## config.mk

```make
export PLATFORM = sky130hd
export DESIGN_NAME = mem_write_controller
export DESIGN_NICKNAME = d
export VERILOG_FILES = /design/src/rtl/mem_write_controller_pkg.sv /design/src/rtl/mem_write_controller_store_lane_align.sv /design/src/rtl/mem_write_controller.sv
export SDC_FILE = /design/constraint.sdc
export NUM_CORES = 1
export LEC_CHECK = 0
export BUFFER_PORTS_ARGS = -buffer_cell sky130_fd_sc_hd__buf_2
export CAP_MARGIN = 20
export CORE_UTILIZATION = 30
export DETAILED_ROUTE_END_ITERATION = 10
export GPL_ROUTABILITY_DRIVEN = 0
export PLACE_DENSITY = 0.65
export RECOVER_POWER = 25
export REMOVE_ABC_BUFFERS = 1
export SYNTH_ARGS = -nofsm -noshare
export SYNTH_HDL_FRONTEND = slang
export SYNTH_SLANG_ARGS = --single-unit
```

## constraint.sdc

```tcl
create_clock -name clk -period 2.1 [get_ports clk]
set_clock_uncertainty 0.1 [all_clocks]
set_input_delay 0.105 -clock clk [delete_from_list [all_inputs] [get_ports clk]]
set_output_delay 0.105 -clock clk [all_outputs]
set_load 0.01 [all_outputs]
```

## src/rtl/mem_write_controller_pkg.sv

```systemverilog
// Shared store-side constants: opcodes, store widths, MMIO offsets.
// Read and write controllers both import this to share one address map.
package mem_write_controller_pkg;

  localparam logic [6:0] OPC_STORE = 7'b0100011;
  localparam logic [6:0] OPC_LOAD  = 7'b0000011;

  localparam logic [2:0] FNC_SB = 3'b000;
  localparam logic [2:0] FNC_SH = 3'b001;
  localparam logic [2:0] FNC_SW = 3'b010;

  localparam logic [3:0] IO_REGION  = 4'b1000;
  localparam logic [7:0] IO_UART_TX = 8'h08;
  localparam logic [7:0] IO_CNT_CLR = 8'h18;
  localparam logic [7:0] IO_LED     = 8'h30;
  localparam logic [7:0] IO_AC_DIN  = 8'h44;

  typedef struct packed {
    logic uart;
    logic clr;
    logic led;
    logic ac;
  } io_hit_t;

endpackage

```

## src/rtl/mem_write_controller_store_lane_align.sv

```systemverilog
// Store lane aligner: funct3 + addr[1:0] + rs2 -> byte enables, data.
// Ports: funct3, offset, rs2 in; be, wdata out. Purely combinational.
module store_lane_align
  import mem_write_controller_pkg::*;
(
  input  logic [2:0]  funct3,
  input  logic [1:0]  offset,
  input  logic [31:0] rs2,
  output logic [3:0]  be,
  output logic [31:0] wdata
);

  always_comb begin
    be    = 4'b0000;
    wdata = 32'h0;
    case (funct3)
      FNC_SB: begin
        be    = 4'b0001 << offset;
        wdata = {4{rs2[7:0]}};
      end
      FNC_SH: begin
        unique case (offset)
          2'd1: begin
            be    = 4'b0110;
            wdata = {8'h0, rs2[15:0], 8'h0};
          end
          2'd2: begin
            be    = 4'b1100;
            wdata = {rs2[15:0], 16'h0};
          end
          // offset 3 folds to 0, same as the load side
          default: begin
            be    = 4'b0011;
            wdata = {16'h0, rs2[15:0]};
          end
        endcase
      end
      FNC_SW: begin
        be    = 4'b1111;
        wdata = rs2;
      end
      default: begin
        be    = 4'b0000;
        wdata = 32'h0;
      end
    endcase
  end

endmodule

```

## src/rtl/mem_write_controller.sv

```systemverilog
// Memory-stage store controller: DMEM/IMEM byte enables and MMIO writes.
// Ports: store inputs (instruction/valid/addr/data/pc), UART, counters,
// LEDs, audio FIFO push, and stall back to the pipeline.
module mem_write_controller
  import mem_write_controller_pkg::*;
#(
  parameter int LED_WIDTH = 6,
  parameter int AC_WIDTH  = 20
) (
  input  logic                 clk,
  input  logic                 rst,
  input  logic [31:0]          instruction,
  input  logic                 valid,
  input  logic [31:0]          mem_addr,
  input  logic [31:0]          store_data,
  input  logic [31:0]          pc,
  input  logic                 instr_retire,
  input  logic                 uart_tx_ready,
  input  logic                 ac_fifo_full,
  output logic [3:0]           dmem_we,
  output logic [3:0]           imem_we,
  output logic [31:0]          mem_wdata,
  output logic                 uart_tx_valid,
  output logic [7:0]           uart_tx_data,
  output logic [31:0]          cycle_counter,
  output logic [31:0]          instret_counter,
  output logic [LED_WIDTH-1:0] leds,
  output logic                 ac_fifo_wr_en,
  output logic [AC_WIDTH-1:0]  ac_fifo_din,
  output logic                 stall
);

  logic                 is_store;
  logic                 go;
  logic                 in_dmem;
  logic                 in_imem;
  logic                 in_io;
  logic [7:0]           io_off;
  io_hit_t              hit;
  logic [3:0]           be;
  logic [31:0]          lane_wdata;
  logic                 uart_busy;
  logic [31:0]          cycle_q;
  logic [31:0]          cycle_nxt;
  logic [31:0]          instret_q;
  logic [31:0]          instret_nxt;
  logic                 uart_vld_q;
  logic [7:0]           uart_dat_q;
  logic [LED_WIDTH-1:0] leds_q;
  logic                 unused_ok;

  assign unused_ok = ^{instruction[31:15], instruction[11:7],
                       mem_addr[27:8], pc[31], pc[29:0]};

  store_lane_align u_align (
    .funct3 (instruction[14:12]),
    .offset (mem_addr[1:0]),
    .rs2    (store_data),
    .be     (be),
    .wdata  (lane_wdata)
  );

  assign is_store = valid && (instruction[6:0] == OPC_STORE);
  assign in_dmem  = (mem_addr[31:30] == 2'b00) && mem_addr[28];
  assign in_imem  = (mem_addr[31:29] == 3'b001) && pc[30];
  assign in_io    = (mem_addr[31:28] == IO_REGION);
  assign io_off   = mem_addr[7:0];

  always_comb begin
    hit = '0;
    if (is_store && in_io) begin
      unique case (1'b1)
        io_off == IO_UART_TX: hit.uart = 1'b1;
        io_off == IO_CNT_CLR: hit.clr  = 1'b1;
        io_off == IO_LED:     hit.led  = 1'b1;
        io_off == IO_AC_DIN:  hit.ac   = 1'b1;
        default: hit = '0;
      endcase
    end
  end

  // Holder is free when empty or when it drains this very cycle.
  assign uart_busy = uart_vld_q && !uart_tx_ready;

  assign stall = (hit.uart && uart_busy) ||
                 (hit.ac && ac_fifo_full);
  assign go    = is_store && !stall;

  assign dmem_we   = (go && in_dmem) ? be : 4'b0000;
  assign imem_we   = (go && in_imem) ? be : 4'b0000;
  assign mem_wdata = is_store ? lane_wdata : 32'h0;

  assign ac_fifo_wr_en = hit.ac && !ac_fifo_full;
  assign ac_fifo_din   = ac_fifo_wr_en ?
                         store_data[AC_WIDTH-1:0] : '0;

  // Clear beats both the free-running increment and retire.
  assign cycle_nxt   = hit.clr ? 32'h0 : cycle_q + 32'd1;
  assign instret_nxt = hit.clr ? 32'h0 :
                       instret_q + {31'h0, instr_retire};

  always_ff @(posedge clk) begin
    if (rst) begin
      cycle_q    <= 32'h0;
      instret_q  <= 32'h0;
      uart_vld_q <= 1'b0;
      uart_dat_q <= 8'h0;
      leds_q     <= '0;
    end else begin
      cycle_q   <= cycle_nxt;
      instret_q <= instret_nxt;
      if (hit.uart && !stall) begin
        uart_vld_q <= 1'b1;
        uart_dat_q <= store_data[7:0];
      end else if (uart_tx_ready) begin
        uart_vld_q <= 1'b0;
      end
      if (hit.led) begin
        leds_q <= store_data[LED_WIDTH-1:0];
      end
    end
  end

  assign cycle_counter   = cycle_q;
  assign instret_counter = instret_q;
  assign uart_tx_valid   = uart_vld_q;
  assign uart_tx_data    = uart_dat_q;
  assign leds            = leds_q;

endmodule

```

==> flow_summary.ini <==
[route]
dr.pass1.iters = 6
wl_per_cell_um = 15.1
avgViaCountPerCell = 5.28
postRouteAntennaNets = 0
vias = 5145
postRouteWirelength_um = 14700
detailedRoute.firstIterationViolations = 354
number_of_remaining_drc_errors = 0

[yosys]
synth-seq-cells = 79
yosys.area.top_type = dfxtp_1
syn-cell-area_um2 = 4610
post_synth_main_area_contributors = dfxtp_1 34%, nor2_1 5.7%, a21oi_1 5.3%
number_of_flops_mapped_to_enable_cells_by_yosys = 0
synthDistinctLibCells = 52
ys_async_sr_fraction_pct = 0
dominantRegCellSynth = dfxtp_1
yosysTopAreaCellShare_pct = 34.3
mean_post_synth_cell_area_um2 = 8.11
synth_cells = 568
ys_seq_area_share_pct = 34.3
synth.yosys.warnings = 0

[floorplanning]
die_x_um = 126
start_util_pct = 31.2
area_of_the_core_region_um2 = 14800
io_pins = 275
dieArea_um2 = 15900
row_cnt = 44
chipHeight_um = 126

[sta]
max_freq_mhz = 500
setup_viol = 0
grt_setup_unrepaired = true
final_max_slew_viol_count = 0
setup_total_negative_slack_ns = 0
final_critical_path_setup_slack_ns = 0.101
tightest_slew_ns = 0.512
final_min_period_over_clock_period_pct = 95.2
maxSlewHeadroom_pct = 65.5
post_layout_minimum_cycle_time_ns = 2.00
final_hold_viol_count = 0

[grt]
grt_max_degree = 26
grt_pass1_wl_um = 22600
grt_overflow = 0
gr-usage-all-layers_pct = 17.8
grt_pass1_vias = 4526
antenna_found_initial = 0

[layout]
finalNetCount = 930
layout.core_utilization_pct = 42.5
synthToLayoutAreaGrowth_pct = 36.2
diodes = 0
post_route_cells_drive_above_1_share_pct = 28.8

[min_path]
hold_path_depth = 3
hold_path.class = input pin to register

[setup_path]
worst-r2r-cell-count = 7
worstPathRequired_ns = 2.27
critical_path_class = input pin to register
startpoint_type = input pin
setup_crit_end_kind = register
worst-endpoint-arrival_ns = 2.17
cp_max_fo = 5

[clocking]
clkLatencyLatePin_ns = 0.34
clock_path_buffers = 2
numCtsBuffers = 9
cts_tree = yes
clkSinkCount = 79
cts_root_buf = clkbuf_16
cts.clk_slew.worst_paths_ns = 0.06
ctsHtreeMaxLevel = 3

[place]
dpl_worst_slack_ns = 0.0481
hpwlAfterDp_um = 11200
io_buffer_count = 201

[power_and_ir_drop]
irDropWorstVdd_mv = 0.392
power.static_leakage_nw = 2.59
pwrdens_nw_per_um2 = 507

[run]
drv.max_cap_violation_count = 0

[status]
run_status = complete, no violations
## cell usage after synthesis, types with 3 or more instances
master	instances
ha_1	8
mux2_2	8
nand2_1	21
xor2_1	22
nand4_1	19
and3_1	11
buf_1	3
a22oi_1	16
o21ai_0	35
nand4_4	3
nor3b_1	3
and4_1	14
buf_4	6
nand3_1	41
a21oi_1	49
o31ai_1	16
clkbuf_1	12
inv_1	10
a222oi_1	8
nor2_1	70
or3_1	16
buf_6	5
dfxtp_1	79
xnor2_1	4
or4_1	15
and2_1	32
buf_2	10
## path summary, 6_finish.rpt
check | from | endpoint | slack (ns)
worst max-delay path | instr_retire | instret_counter[22] | 0.10
worst min-delay path | store_data[2] | uart_tx_data[2] | 0.02
worst max register to register | instret_counter[0] | instret_counter[22] | 0.15
worst min register to register | leds[3] | leds[3] | 0.38
## area by class of cell
| class | count | area (um2) |
|---|---|---|
| Clock buffer | 10 | 229 |
| Clock inverter | 4 | 25.0 |
| Multi-Input combinational cell | 441 | 2820 |
| Timing Repair Buffer | 247 | 1360 |
| Sequential cell | 79 | 1580 |
| Tap cell | 184 | 230 |
| Inverter | 10 | 37.5 |
| Fill cell | 1552 | 8480 |
## metrics by stage
step | power [mW] | std cells | hold slack [ns] | instance area, um2
6_report | 3.18 | 975 | 0.0246 | 6280
5_1_grt | 3.34 | 975 | 0.0372 | 6280
4_1_cts | 3.23 | 973 | 0.0145 | 6290
3_5_place_dp | 1.82 | 952 | 0.339 | 5960
3_3_place_gp | 1.83 | 952 | 0.334 | 5960
2_1_floorplan | 1.66 | 530 | 0.0741 | 4390
## repair_timing
| item | CTS | global route |
|---|---|---|
| endpoints found under the hold margin | 9 | 0 |
| buffers inserted | 0 | 1 |
| hold buffers | 7 | 0 |
| resized for setup | 0 | 9 |
| setup endpoints to repair | 0 | 16 |
## sequential cells by signal, indices dropped and copies added, names as in the netlist
register / cells
cycle_counter: 32
instret_counter: 32
leds: 6
uart_tx_data: 8
uart_tx_valid: 1
## power by group
group / internal, mW / switching, mW / total, mW / leakage (nW)
clock network: 0.782 / 0.591 / 1.37 / 0.120
registers: 1.51 / 0.00885 / 1.52 / 0.637
logic: 0.135 / 0.161 / 0.295 / 1.83
total: 2.42 / 0.761 / 3.18 / 2.59
## cells in the final DEF (no fill, tap or decap), drive strengths merged, types with 2 or more instances in the layout
cell type / n
nor2b: 2
clkbuf: 62
a21oi: 51
o31ai: 16
buf: 188
nand4: 22
nand3: 41
nand4b: 2
a22oi: 16
nor3: 3
mux2: 8
ha: 8
nor2: 70
and4: 15
dlygate4sd3: 7
and4bb: 2
clkinv: 2
dfxtp: 79
and2: 33
clkinvlp: 2
and3: 12
a222oi: 8
o311ai: 2
o21a: 2
nand2: 21
inv: 10
xor2: 22
or3: 16
o21ai: 35
xnor2: 4
nor3b: 3
or4: 16
## cell families (layout without fill, tap and decap cells)
family / after synthesis / in the layout / synth area share, %
buffers and inverters: 48 / 271 / 5.59
DFF: 79 / 79 / 34.3
adders and majority gates: 8 / 8 / 2.17
AOI/OAI and AO/OA: 134 / 134 / 17.9
muxes: 9 / 9 / 2.17
and+or+nand+nor: 264 / 264 / 32.9
xor gates and xnor gates: 26 / 26 / 4.94
## per-layer routing
metal	vias to the layer above	global-route usage [%]	part of all wire [%]
met5	-	0	0
met4	0	9.14	3.0
met3	27	3.06	6.3
met2	215	30.0	48
met1	2371	21.7	42
li1	2532	-	-
## worst max-delay path: stages
cell and delay (ns):
dlygate4sd3_1 0.53, buf_2 0.10, ha_1 0.20, ha_4 0.16
and4_4 0.25, buf_6 0.13, nand3_1 0.13, or4_1 0.43
a21oi_1 0.14
(Power assumes the default switching activity.)
